$ cat src/rtl/imem_loader.sv
// rtl/imem_loader.sv - byte-stream loader that packs bytes into 32-bit words and writes instruction memory
module imem_loader #(
  parameter int AW         = 10,
  parameter bit BIG_ENDIAN = 1'b1
) (
  input  logic          clk,
  input  logic          rst,
  input  logic          start,
  input  logic [AW-1:0] base_addr,
  input  logic [AW:0]   len,
  input  logic          in_valid,
  input  logic [7:0]    in_data,
  output logic          in_ready,
  output logic          im_we,
  output logic [AW-1:0] im_addr,
  output logic [31:0]   im_wdata,
  output logic          cpu_hold,
  output logic          busy,
  output logic          done,
  output logic [31:0]   checksum
);

  localparam logic [1:0] IDLE  = 2'd0;
  localparam logic [1:0] RECV  = 2'd1;
  localparam logic [1:0] WRITE = 2'd2;
  localparam logic [1:0] DONE  = 2'd3;

  logic [1:0]  state;
  logic [1:0]  byte_cnt;
  logic [AW:0] word_cnt;
  logic [23:0] asm_q;     // first three bytes of the word being assembled
  logic [23:0] asm_next;
  logic [31:0] word_next;

  // Byte packing: big-endian shifts left (first byte ends up in [31:24]),
  // little-endian shifts right (first byte ends up in [7:0]).
  always_comb begin
    asm_next  = '0;
    word_next = '0;
    if (BIG_ENDIAN) begin
      asm_next  = {asm_q[15:0], in_data};
      word_next = {asm_q, in_data};
    end else begin
      asm_next  = {in_data, asm_q[23:8]};
      word_next = {in_data, asm_q};
    end
  end

  // Load sequencer: every output is a register so in_ready never depends on in_valid.
  always_ff @(posedge clk or negedge rst) begin
    if (!rst) begin
      state    <= IDLE;
      byte_cnt <= '0;
      word_cnt <= '0;
      asm_q    <= '0;
      in_ready <= 1'b0;
      im_we    <= 1'b0;
      im_addr  <= '0;
      im_wdata <= '0;
      cpu_hold <= 1'b0;
      busy     <= 1'b0;
      done     <= 1'b0;
      checksum <= '0;
    end else begin
      im_we <= 1'b0;
      done  <= 1'b0;
      case (state)
        IDLE: begin
          if (start) begin
            checksum <= '0;
            byte_cnt <= '0;
            busy     <= 1'b1;
            cpu_hold <= 1'b1;
            if (len != '0) begin
              im_addr  <= base_addr;
              word_cnt <= len;
              in_ready <= 1'b1;
              state    <= RECV;
            end else begin
              done  <= 1'b1;
              state <= DONE;
            end
          end
        end
        RECV: begin
          if (in_valid && in_ready) begin
            asm_q    <= asm_next;
            byte_cnt <= byte_cnt + 2'd1;
            if (byte_cnt == 2'd3) begin
              im_wdata <= word_next;
              im_we    <= 1'b1;
              in_ready <= 1'b0;
              state    <= WRITE;
            end
          end
        end
        WRITE: begin
          checksum <= checksum ^ im_wdata;
          word_cnt <= word_cnt - (AW+1)'(1);
          byte_cnt <= '0;
          if (word_cnt == (AW+1)'(1)) begin
            done  <= 1'b1;
            state <= DONE;
          end else begin
            im_addr  <= im_addr + AW'(1);
            in_ready <= 1'b1;
            state    <= RECV;
          end
        end
        DONE: begin
          busy     <= 1'b0;
          cpu_hold <= 1'b0;
          state    <= IDLE;
        end
        default: state <= IDLE;
      endcase
    end
  end

endmodule

$ cat config.mk
export PLATFORM = sky130hd
export DESIGN_NAME = imem_loader
export DESIGN_NICKNAME = d
export VERILOG_FILES = /design/src/rtl/imem_loader.sv
export SDC_FILE = /design/constraint.sdc
export NUM_CORES = 1
export LEC_CHECK = 0
export BUFFER_PORTS_ARGS = -buffer_cell sky130_fd_sc_hd__buf_2
export CORE_MARGIN = 4
export CORE_UTILIZATION = 30
export CTS_CLUSTER_SIZE = 30
export DETAILED_ROUTE_END_ITERATION = 10
export PLACE_DENSITY = 0.47
export REMOVE_ABC_BUFFERS = 1
export SLEW_MARGIN = 20
export SYNTH_ARGS = -nofsm -noshare
export SYNTH_HDL_FRONTEND = slang
export SYNTH_SLANG_ARGS = --single-unit
$ cat constraint.sdc
create_clock -name clk -period 2.17 [get_ports clk]
set_clock_uncertainty 0.15 [all_clocks]
set_input_delay 0.651 -clock clk [delete_from_list [all_inputs] [get_ports clk]]
set_output_delay 0.651 -clock clk [all_outputs]
set_load 0.03 [all_outputs]
After elaboration in Yosys (flattened, before gate mapping)
Index checks and enable logic that the tools add are counted.
{ "word_totals": {"ff_bits": 117, "in_bits": 33, "output_inout_bits": 79} }
{ "op_classes": {"n_addsub": 3, "n_eq_ne": 10, "mux": 33, "bitwise_logic": 1, "reduce_logical": 15} }
{ "ops": {"columns": ["op", "count"], "rows": [
  ["case mux 32 bit (2 select lines)", 1],
  ["2-to-1 mux 32 bit", 1],
  ["bitwise XOR 32 bit", 1],
  ["2-to-1 mux 10 bit", 3],
  ["2-to-1 mux 11 bit", 2],
  ["case mux 11 bit (2 select lines)", 1],
  ["case mux 10 bit (2 select lines)", 1],
  ["2-to-1 mux 2 bit", 7],
  ["2-to-1 mux 1 bit", 12],
  ["AND reduction 3 bit", 4],
  ["== test 11 x 1 -> 1 bit (second input constant)", 1],
  ["nonzero test 11 bit", 1],
  ["subtractor 11 x 1 -> 11 bit (second input constant)", 1],
  ["adder 10 x 1 -> 10 bit (second input constant)", 1],
  ["inequality test 2 bit (second input constant)", 5],
  ["case mux 2 bit (4 select lines)", 1],
  ["== test 2 bit (second input constant)", 3],
  ["case mux 2 bit (3 select lines)", 1],
  ["AND reduction 2 bit", 3],
  ["AND reduction 6 bit", 1],
  ["case mux 1 bit (2 select lines)", 2],
  ["AND reduction 4 bit", 1],
  ["nonzero test 2 bit", 2],
  ["case mux 1 bit (3 select lines)", 1],
  ["other kinds (5)", 5]
]} }

Longest topological paths before layout
{ "logic_depth": {"ltp_word": 4, "mapped_depth": 7, "ltp_nobuf": 6} }

Worst setup path after synthesis
No wires, ideal clock.
{ "synth_path": {"path_type": "input port to flip-flop", "from": "input port len[4]", "to": "register word_cnt[7]", "setup_ns": 0.123, "arrival_ns": 1.743, "slack_ns": 0.154, "path_stages": 4, "path_cell_list": "nor4_2 -> a31oi_2 -> o22a_1 -> o221a_2"} }
{ "synth_via": {"elab_chain_cells": 3} }
{ "synth_lines": {"columns": ["item", "line_no", "source"], "rows": [
  ["start: declaration", "10", "input logic [AW:0] len,"],
  ["nonzero test 11 bit", "74", "if (len != '0) begin"],
  ["inequality test 2 bit (no source line)", null, null],
  ["AND reduction 3 bit (no source line)", null, null],
  ["end signal: assignment", "76", "word_cnt <= len;"],
  ["end signal: assignment", "99", "word_cnt <= word_cnt - (AW+1)'(1);"],
  ["end: declaration", "30", "logic [AW:0] word_cnt;"]
]} }
Every way passes these cells.
A chain may end at the register's enable or synchronous reset.

Final worst setup path
{ "layout_path": {"from": "register word_cnt[1]", "to": "register im_addr[5]"} }
{ "layout_via": {"elab_chain_cells": 3} }
{ "layout_lines": {"columns": ["item", "line_no", "source"], "rows": [
  ["== test 11 x 1 -> 1 bit", "101", "if (word_cnt == (AW+1)'(1)) begin"],
  ["inequality test 2 bit (no source line)", null, null],
  ["AND reduction 4 bit (no source line)", null, null],
  ["end signal: assignment", "75", "im_addr <= base_addr;"],
  ["end signal: assignment", "105", "im_addr <= im_addr + AW'(1);"],
  ["end: declaration", "15", "output logic [AW-1:0] im_addr,"]
]} }
Every way passes these cells.

==> qor.yml <==
status: "finished clean"
cts_tree: "done"
hold_viol: 0
synth_cell_types: 55
num_rows: 49
insertion_delay_ns: 0.41
finalWirelength_mm: 16.09
end_kind: "flop"
final_area_mm2: 0.007202
die_area_mm2: 0.02097
post-route-min-period_ns: 2.111
seqPwrFrac: 0.361
pre_cts_ws_ns: -0.05891
pwr-share-clk: 0.257
r2r_setup_slack_ns: 0.06
synth_ff_type: "dfrtp_1"
power.switching_uw: 4429
gr-total-overflow: 0
grt_pass1_vias: 4789
placed_cells_incl_taps: 861
comb_power_share: 0.382
drcViolationCount: 0
dp_hpwl_mm: 10.44
synth_area_mm2: 0.005615
vias: 4661
mostFrequentLayoutCells: "nand2_1, dfrtp_1, buf_2, mux2i_1"
synthToLayoutAreaGrowth_pct: 28.25
htree_num_levels: 4
synth_edf_count: 0
place_area_mm2: 0.006605
drv_slew: 0
syn-instance-count: 529
antenna_found_initial: 1
p_leak_uw: 0.003436
netlist_top_cells_area: "dfrtp_1, nand2_1, mux2_2, mux2i_1, a22o_1"
grt_pass1_wl_mm: 26.03
fin_setup_tns_ns: 0
crit_required_ns: 2.31
wl_per_cell_um: 17.96
root_buffer: "clkbuf_16"
grt_max_degree: 43
cts_buffers: 17
fin_nets: 691
yosys.area.top_type: "dfrtp_1"
io_buffers: 111
swShare: 0.4208
avgSynthCellArea_um2: 10.62
drive_gt1_frac: 0.3328
track_usage: 0.1581
ys_seq_area_frac: 0.5214
fillers: 1778
tightest_slew_ns: 0.5953
gp_congestion: 0.8593
max_freq_mhz: 473.7
die_y_um: 144.8
critPathSlowestCell: "or4_1"
numClockSinks: 117
yosys_register_bits: 117
initial_core_util: 0.3084
powerDensity_mw_per_mm2: 1461
synth.yosys.warnings: 0
fin_worst_hold_slack_ns: 0.2972
core_area_mm2: 0.01821
fin_ws_ns: 0.05912
clk_pin_slew_worst_paths_ns: 0.06
instances_no_fill: 896
worstSetupStartpointType: "flop"
drv_cap: 0
path_cells: "inv_1 > ha_1 > nor4b_1 > and4_1 > buf_12 > or4_1 > o311a_1"
worst-setup-path-type: "reg2reg"
diodes: 0
hold_class: "in2reg"
die_x_um: 144.8
drtPass1Iterations: 4
final_common_cell: "nand2_1"
crit_arrival_ns: 2.25
clock_path_buffers: 2
slew_headroom: 0.6031
detail-route-antenna-nets: 0
synth_top_cell_area_share: 0.5214
ir_drop_mv: 0.6806
finalSetupViolCount: 0
ios: 112
finalCritPeriodShare: 0.9728
cpPeakStageDelay_ns: 0.47
drt_iter0_drc: 256
ys_async_sr_fraction: 1.000
cp_max_fo: 10
drt-vias-per-instance: 5.202
power.internal_uw: 6095
power groups by stage:
stage	clock network (uW)	logic (uW)	registers [uW]
CTS	2790	4050	3790
global placement	0	3990	3790
floorplan	0	1680	4640
detailed placement	0	4040	3820
finish	2700	4020	3800
global route	2880	4420	3940
area by class of cell:
type	count	area, um2	share of cell area
Inverter	11	41.29	0.005733
Tap cell	229	286.5	0.03978
Multi-Input combinational cell	365	2497	0.3468
Clock buffer	19	442.9	0.06150
Sequential cell	117	2929	0.4067
Timing Repair Buffer	142	880.8	0.1223
Clock inverter	13	123.9	0.01720
worst max-delay path, delay by kind of cell, from the launching register on:
kind	cells	cell delay [ns]
simple gates	3	0.88
buf+inv	2	0.24
flops	1	0.38
fa+ha+maj	1	0.19
compound gates	1	0.14
sequential cells by signal (all words and copies together) (netlist names):
register,flops
checksum,32
im_addr,10
byte_cnt,2
word_cnt,11
in_ready,1
asm_q,24
im_wdata,32
done,1
state,2
busy,1
im_we,1
metal layers:
metal | share of wire | vias up | track usage
met1 | 0.46 | 2305 | 0.2164
met4 | 0.013 | 2 | 0.04369
met3 | 0.070 | 24 | 0.04929
met5 | 0.00081 | - | 0
met2 | 0.45 | 162 | 0.2427
li1 | - | 2168 | -
cells by family after synthesis:
family | share of synthesized area
simple gates | 0.1582
buf+inv | 0.03810
fa+ha+maj | 0.008913
mux | 0.1303
compound gates | 0.1430
flops | 0.5214
final timing paths:
kind | from | endpoint | depth (start not counted)
setup / recovery | word_cnt[1] | im_addr[5] | 7
hold reg to reg | asm_q[21] | asm_q[21] | 2
setup reg to reg | word_cnt[1] | im_addr[5] | 7
max in group asynchronous | rst | asm_q[23] | 3
min in group asynchronous | rst | word_cnt[10] | 2
hold / removal | in_data[5] | asm_q[5] | 3
cells in the mapped netlist, drive strengths merged (2+ instances only):
master / count
nand4: 5
nand3: 7
o22ai: 9
a22o: 33
and4: 3
o211ai: 3
mux2i: 36
and3: 5
clkbuf: 22
or4: 4
nand2b: 4
o41ai: 3
o22a: 3
a21oi: 10
dfrtp: 117
nand2: 121
a2bb2oi: 5
nor4: 15
a2111oi: 2
inv: 11
o21a: 2
ha: 4
mux2: 33
nor3: 5
nor2: 7
o21ai: 15
o2bb2ai: 2
a311oi: 2
a31oi: 8
o221a: 2
nor2b: 3
buf: 15
through the flow:
step	utilization	power [uW]
detailed placement	0.3627	7858
CTS	0.3944	10620
global placement	0.3627	7775
global route	0.3955	11230
floorplan	-	6319
finish	0.3955	10520
timing repair:
item / 4_1_cts / 5_1_grt
resized for setup: 0 / 2
buffers inserted: 0 / 1
hold buffers: 1 / 0
endpoints found under the hold margin: 2 / 0
setup endpoints to repair: 0 / 9
(Power assumes the default switching activity.)
